$ cat src/rtl/port_io_ctrl.sv
// rtl/port_io_ctrl.sv - processor I/O port decoder with single-word commit/handshake path
module port_io_ctrl #(
    parameter int TIMEOUT = 255
) (
    input  logic        CLK1,
    input  logic        arst,
    input  logic [7:0]  port_id,
    input  logic        write_strobe,
    input  logic        read_strobe,
    input  logic [7:0]  out_port,
    input  logic [7:0]  sw,
    input  logic [7:0]  cnt_val,
    output logic [7:0]  in_port,
    output logic [15:0] word,
    output logic        word_valid,
    input  logic        word_ready,
    output logic [7:0]  status
);

    // Last timer value before the pending word is dropped.
    localparam logic [7:0] TMO_LAST = 8'(TIMEOUT - 1);

    typedef enum logic [0:0] {
        ST_IDLE = 1'b0,
        ST_PEND = 1'b1
    } state_t;

    state_t      r_state;
    state_t      w_next_state;

    logic [7:0]  r_stage_lo;
    logic [7:0]  r_stage_hi;
    logic [15:0] r_word;
    logic        r_word_valid;
    logic [7:0]  r_timer;
    logic [7:0]  r_accept_cnt;
    logic        r_overflow_flag;
    logic        r_timeout_flag;
    logic [7:0]  r_in_port;

    logic        w_wr_lo;
    logic        w_wr_hi;
    logic        w_commit;
    logic        w_clear;
    logic        w_pend;
    logic        w_accept;
    logic        w_timeout;
    logic        w_load;
    logic        w_overflow_set;
    logic [7:0]  w_status;
    logic [7:0]  w_rd_data;

    // Reads are a pure mux; read_strobe only qualifies the processor side.
    logic        w_unused_rd;
    assign w_unused_rd = read_strobe;

    assign w_wr_lo  = write_strobe && (port_id == 8'h01);
    assign w_wr_hi  = write_strobe && (port_id == 8'h02);
    assign w_commit = write_strobe && (port_id == 8'h03);
    assign w_clear  = write_strobe && (port_id == 8'h05);

    assign w_pend    = (r_state == ST_PEND);
    // Acceptance is checked first so it always beats a same-edge timeout.
    assign w_accept  = w_pend && r_word_valid && word_ready;
    assign w_timeout = w_pend && !w_accept && (r_timer == TMO_LAST);

    assign w_status = {4'b0000, r_timeout_flag, r_overflow_flag, w_pend, 1'b0};

    // State register.
    always_ff @(posedge CLK1) begin
        if (!arst) begin
            r_state <= ST_IDLE;
        end else begin
            r_state <= w_next_state;
        end
    end

    // Next-state and commit/overflow decisions.
    always_comb begin
        w_next_state   = r_state;
        w_load         = 1'b0;
        w_overflow_set = 1'b0;
        case (r_state)
            ST_IDLE: begin
                if (w_commit) begin
                    w_load       = 1'b1;
                    w_next_state = ST_PEND;
                end
            end
            ST_PEND: begin
                if (w_accept || w_timeout) begin
                    w_next_state = ST_IDLE;
                end
                if (w_commit) begin
                    w_overflow_set = 1'b1;
                end
            end
            default: begin
                w_next_state = ST_IDLE;
            end
        endcase
    end

    // Staging registers are writable in any state; they only reach word on a load.
    always_ff @(posedge CLK1) begin
        if (!arst) begin
            r_stage_lo <= 8'h00;
            r_stage_hi <= 8'h00;
        end else begin
            if (w_wr_lo) begin
                r_stage_lo <= out_port;
            end
            if (w_wr_hi) begin
                r_stage_hi <= out_port;
            end
        end
    end

    // Word register, valid flag and pend timer.
    always_ff @(posedge CLK1) begin
        if (!arst) begin
            r_word       <= 16'h0000;
            r_word_valid <= 1'b0;
            r_timer      <= 8'h00;
        end else if (w_load) begin
            r_word       <= {r_stage_hi, r_stage_lo};
            r_word_valid <= 1'b1;
            r_timer      <= 8'h00;
        end else if (w_accept || w_timeout) begin
            r_word_valid <= 1'b0;
        end else if (w_pend) begin
            r_timer <= r_timer + 8'h01;
        end
    end

    // Acceptance counter, wraps silently.
    always_ff @(posedge CLK1) begin
        if (!arst) begin
            r_accept_cnt <= 8'h00;
        end else if (w_accept) begin
            r_accept_cnt <= r_accept_cnt + 8'h01;
        end
    end

    // Sticky flags; a same-edge set beats the clear.
    always_ff @(posedge CLK1) begin
        if (!arst) begin
            r_overflow_flag <= 1'b0;
            r_timeout_flag  <= 1'b0;
        end else begin
            if (w_overflow_set) begin
                r_overflow_flag <= 1'b1;
            end else if (w_clear) begin
                r_overflow_flag <= 1'b0;
            end
            if (w_timeout) begin
                r_timeout_flag <= 1'b1;
            end else if (w_clear) begin
                r_timeout_flag <= 1'b0;
            end
        end
    end

    // Read data selection by port_id.
    always_comb begin
        w_rd_data = 8'h00;
        case (port_id)
            8'h00:   w_rd_data = cnt_val;
            8'h01:   w_rd_data = sw;
            8'h04:   w_rd_data = w_status;
            8'h06:   w_rd_data = r_accept_cnt;
            8'h07:   w_rd_data = r_word[7:0];
            8'h08:   w_rd_data = r_word[15:8];
            default: w_rd_data = 8'h00;
        endcase
    end

    // Read data is registered every cycle, giving one cycle of latency.
    always_ff @(posedge CLK1) begin
        if (!arst) begin
            r_in_port <= 8'h00;
        end else begin
            r_in_port <= w_rd_data;
        end
    end

    assign in_port    = r_in_port;
    assign word       = r_word;
    assign word_valid = r_word_valid;
    assign status     = w_status;

endmodule

$ cat config.mk
export PLATFORM = sky130hd
export DESIGN_NAME = port_io_ctrl
export DESIGN_NICKNAME = d
export VERILOG_FILES = /design/src/rtl/port_io_ctrl.sv
export SDC_FILE = /design/constraint.sdc
export NUM_CORES = 1
export LEC_CHECK = 0
export CAP_MARGIN = 25
export CORE_MARGIN = 3
export CORE_UTILIZATION = 45
export DETAILED_ROUTE_END_ITERATION = 7
export GPL_TIMING_DRIVEN = 0
export HOLD_SLACK_MARGIN = 0.1
export PLACE_DENSITY = 0.76
export SKIP_LAST_GASP = 1
export SLEW_MARGIN = 25
export SYNTH_ARGS = -nofsm -noshare
export SYNTH_HDL_FRONTEND = slang
export SYNTH_SLANG_ARGS = --single-unit
$ cat constraint.sdc
create_clock -name CLK1 -period 3.5 [get_ports CLK1]
set_input_delay 0.7 -clock CLK1 [delete_from_list [all_inputs] [get_ports CLK1]]
set_output_delay 0.7 -clock CLK1 [all_outputs]
set_load 0.02 [all_outputs]
Word level (Yosys, flattened, before mapping)
Cells that the tools add are included.

word-level totals
  register bits = 60
  output and inout bits = 33
  logic and storage cells = 51

operators by class
  add/subtract/negate cells = 2
  eq/ne operators = 9
  mux-type cells = 11
  bitwise logic cells = 3
  reduce and logical (&&, ||, !) cells = 16

operators with widths
  kind                   number
  $pmux W8 S6            1
  $eq A8 B3 Y1 const B   4
  $add A8 B1 Y8 const B  2
  $eq A8 B2 Y1 const B   2
  $mux W1                9
  $eq A8 B1 Y1 const B   1
  $eq A8 B4 Y1 const B   1
  $eq A8 B8 Y1 const B   1
  $logic_and A1 B1 Y1    8
  $logic_not A8 Y1       1
  $reduce_bool A2 Y1     3
  $not A1 Y1             3
  $pmux W1 S2            1
  $reduce_and A2 Y1      1
  $reduce_or A2 Y1       1
  $logic_not A1 Y1       1
  $logic_or A1 B1 Y1     1

Logic depth before layout (Yosys ltp)
  depth in word-level cells = 8
  depth in mapped cells = 7

Least setup slack after synthesis
Ideal clock, no wire load.

  kind = input-to-reg
  start point = in port_id[5]
  end point = reg r_stage_hi[0]
  setup time = 0.072 ns
  arrival = 1.810 ns
  required time = 3.428 ns
  slack = 1.618 ns
  stages = 4
  buffers on the path = 0
  cells stage by stage = nor4_4 > nand3b_2 > nor3_4 > mux2i_1

on the way
  word-level cells in the longest chain between the ends = 2

ends and longest elaborated chain
  what                    RTL line  source
  start: declaration      7         input logic [7:0] port_id,
  $eq A8 B2 Y1            58        assign w_wr_hi = write_strobe && (port_id == 8'h02);
  $logic_and A1 B1 Y1     58
  end signal: assignment  114       r_stage_hi <= out_port;
  end: declaration        32        logic [7:0] r_stage_hi;

No other way between the ends.
A chain may end at the register's enable or synchronous reset.

Worst setup path after layout
  start point = in port_id[5]
  end point = reg r_stage_lo[5]

on the way
  word-level cells in the longest chain between the ends = 2

ends and longest elaborated chain
  what                    RTL line  source
  $eq A8 B1 Y1            57        assign w_wr_lo = write_strobe && (port_id == 8'h01);
  $logic_and A1 B1 Y1     57
  end signal: assignment  111       r_stage_lo <= out_port;
  end: declaration        31        logic [7:0] r_stage_lo;

No other way between the ends.

==> reports/qor.csv <==
metric,value,unit
outcome,"complete, no violations",
synth.yosys.seq_area_share,43.3,%
highest_layer,met4,
wl_met1,3.30,mm
tightest_slew,609,ps
post_synth.cell_area_avg,8.70,um2
detailedPlace.worstSlack,725,ps
ctsRootBufferMaster,clkbuf_8,
final_nets,435,
route.final.wire_length,7.44,mm
setup_viol,0,
synth_top_cells_by_area,"dfxtp_1 (43%), mux2i_1 (7.2%), nand3_1 (5.4%), o21ai_0 (5.4%), nand2_1 (4.9%)",
path_cells,"clkdlybuf4s50_1, nor4_4, nand4_1, clkbuf_1, nand3_1, o21ai_0",
ir_drop,0.000212,V
fillCellCount,514,
layout_setup_ws,1060,ps
design.core.area,5740,um2
setup_tns,0,ps
core.rowCount,27,
h_tree_level_count,3,
die-height,84.5,um
detailedRoute.firstIterationViolations,127,
average_wire_length_per_cell_after_detail_routing,15.8,um
synthesized_flop_and_latch_total,60,
max_clock_freq,410,MHz
detail_route.drc_violations,0,
first_pass_grt_wire_length,11.8,mm
cts_setup_buffers,0,
unrepaired_setup_endpoints_after_global_routing,no,
worst_hold_path_type,reg2reg,
met3RoutedLength,482,um
power_density,387,nW/um2
io-pin-count,70,
async_set_or_reset_flop_fraction_in_the_synthesized_netlist,0,%
worst_slew_margin_rel,59.3,%
footprint_of_the_multi_input_gates,1440,um2
groute.usage.overall,20.9,%
synth_top_family_by_area,simple AND/OR/NAND/NOR gates,
tritoncts_clock_tree,yes,
synth_simple_gate_area_share,23.8,%
clock-sinks,60,
timing.critical_path.slowest_cell_delay,510,ps
grt_remaining_overflow,0,
final.period_utilization,69.7,%
synth_top_cell_area_share,43.3,%
postRouteAntennaNets,0,
die-area,7150,um2
post_synth_most_frequent_cells,"dfxtp_1 (60), nand2_1 (36), nand3_1 (30), o21ai_0 (30), mux2i_1 (20)",
p_leak,1.28,nW
synth.most_common_cell,dfxtp_1,
postLayoutCoreUtil,64.3,%
io_buffer_count,61,
yosys.cell_types.count,49,
synth.mux.area_fraction,7.21,%
die_w,84.5,um
floorplan.initialDensity,48.3,%
cts_max_path_buffers,2,
synth_adder_area_share,1.35,%
max_cap_violations,0,
fin_area,3690,um2
cp-start-kind,input port,
critical_path.slowest_cell,nor4_4,
clk_pin_slew_worst_paths,70,ps
cts-buffers-inserted,9,
report.final.slew_viol_count,0,
antenna-diode-count,0,
fin_skew,7.67,ps
netlist_instances,319,
worstPathMaxFanout,10,
finalHoldViolations,0,
cts_resized,0,
final-seq-area,1200,um2
route.met2.wl,3.52,mm
worst-path-buf-inv,2,
dr.pass1.iters,5,
synthToLayoutAreaGrowth,33.0,%
syn-cell-area,2780,um2
routed-via-count,2629,
clkLatencyLatePin,340,ps
yosys.area_share.xor_xnor,2.52,%
largest_net_degree_at_the_start_of_global_routing,12,
grt_antenna_before_repair,0,
dominantRegCellSynth,dfxtp_1,
grt_pass1_vias,2476,
synth_area_leader_cell,dfxtp_1,
ys_warn_count,0,
final_period_minus_worst_setup_slack,2440,ps
viasPerCell,5.57,
placed_cell_area,3490,um2
timing_worst_setup_path_type,in2reg,
crit_path_arrival_time,2650,ps
synth-edff-count,0,
crit_required,3710,ps
hold_buffers,0,
final_weighted_congestion_in_routability_driven_placement,0.912,
place.detailed.hpwl,5.37,mm
cp-end-kind,register,
timing.critical_path.max_delay_family,simple AND/OR/NAND/NOR gates,
drive_gt1_share,9.50,%
synth-compound-area-share,16.4,%
-- registers in the layout (all words and copies together) (netlist names) --
name	flops
word_valid	1
r_accept_cnt	8
r_state	1
r_overflow_flag	1
r_timeout_flag	1
r_stage_lo	8
in_port	8
word	16
r_timer	8
r_stage_hi	8
-- logic make-up (layout without fill, tap and decap cells) --
logic type,after synthesis,in the layout
multiplexers,20,20
AND/OR/NAND/NOR,125,125
AO/OA/AOI/OAI,72,72
buffers and inverters,30,107
adder cells (fa/ha/maj),3,3
other,1,5
XOR/XNOR,8,8
flip-flops,60,60
-- stage by stage --
step / hold slack [ps] / power [mW] / std cells
6_report: 469 / 1.43 / 472
3_5_place_dp: 459 / 0.811 / 456
5_1_grt: 482 / 1.47 / 472
4_1_cts: 468 / 1.43 / 472
3_3_place_gp: 443 / 0.810 / 456
2_1_floorplan: 436 / 0.756 / 323
-- final cells by class --
type / count / share of cell area, %
inverters: 4 / 0.407
clock inverters: 6 / 1.73
plain buffers: 26 / 3.59
well taps: 72 / 2.44
flip-flops and latches: 60 / 32.5
repair buffers: 61 / 16.5
clock buffers: 10 / 3.73
multi-input cells: 233 / 39.0
-- tightest hold or removal path: cells and delay by family, from the launching register on --
| kind | cells | cell delay, ps |
|---|---|---|
| simple gates | 1 | 60 |
| mux | 1 | 60 |
| flops | 1 | 300 |
-- metal layers --
metal | up-vias | track usage, %
met1 | 1227 | 26.1
met2 | 92 | 34.4
li1 | 1300 | -
met3 | 10 | 4.81
met4 | 0 | 9.06
met5 | - | 0
-- where the power goes --
group	internal (mW)	total, mW	switching (mW)
Combinational	0.0557	0.114	0.0585
Clock	0.346	0.631	0.285
Sequential	0.683	0.683	0.000302
-- cell usage in the layout, fill, tap and decap left out, types with 9 or more instances in the layout --
cell              n
clkbuf_1         11
dfxtp_1          60
mux2i_1          20
clkdlybuf4s50_1  61
o21ai_0          30
clkbuf_8         10
nand2_1          36
nor2_1           15
nand3_1          30
nand4_1           9
a21oi_1          11
-- final timing paths --
check / cells after the start / startpoint / slack (ps) / endpoint
worst max-delay path: 6 / port_id[5] / 1060 / r_stage_lo[5]
worst min-delay path: 2 / r_stage_hi[5] / 470 / r_stage_hi[5]
worst max register to register: 6 / r_timer[0] / 1770 / r_timer[3]
worst min register to register: 2 / r_stage_hi[5] / 470 / r_stage_hi[5]
No activity file was read; power rests on OpenSTA's default activity.
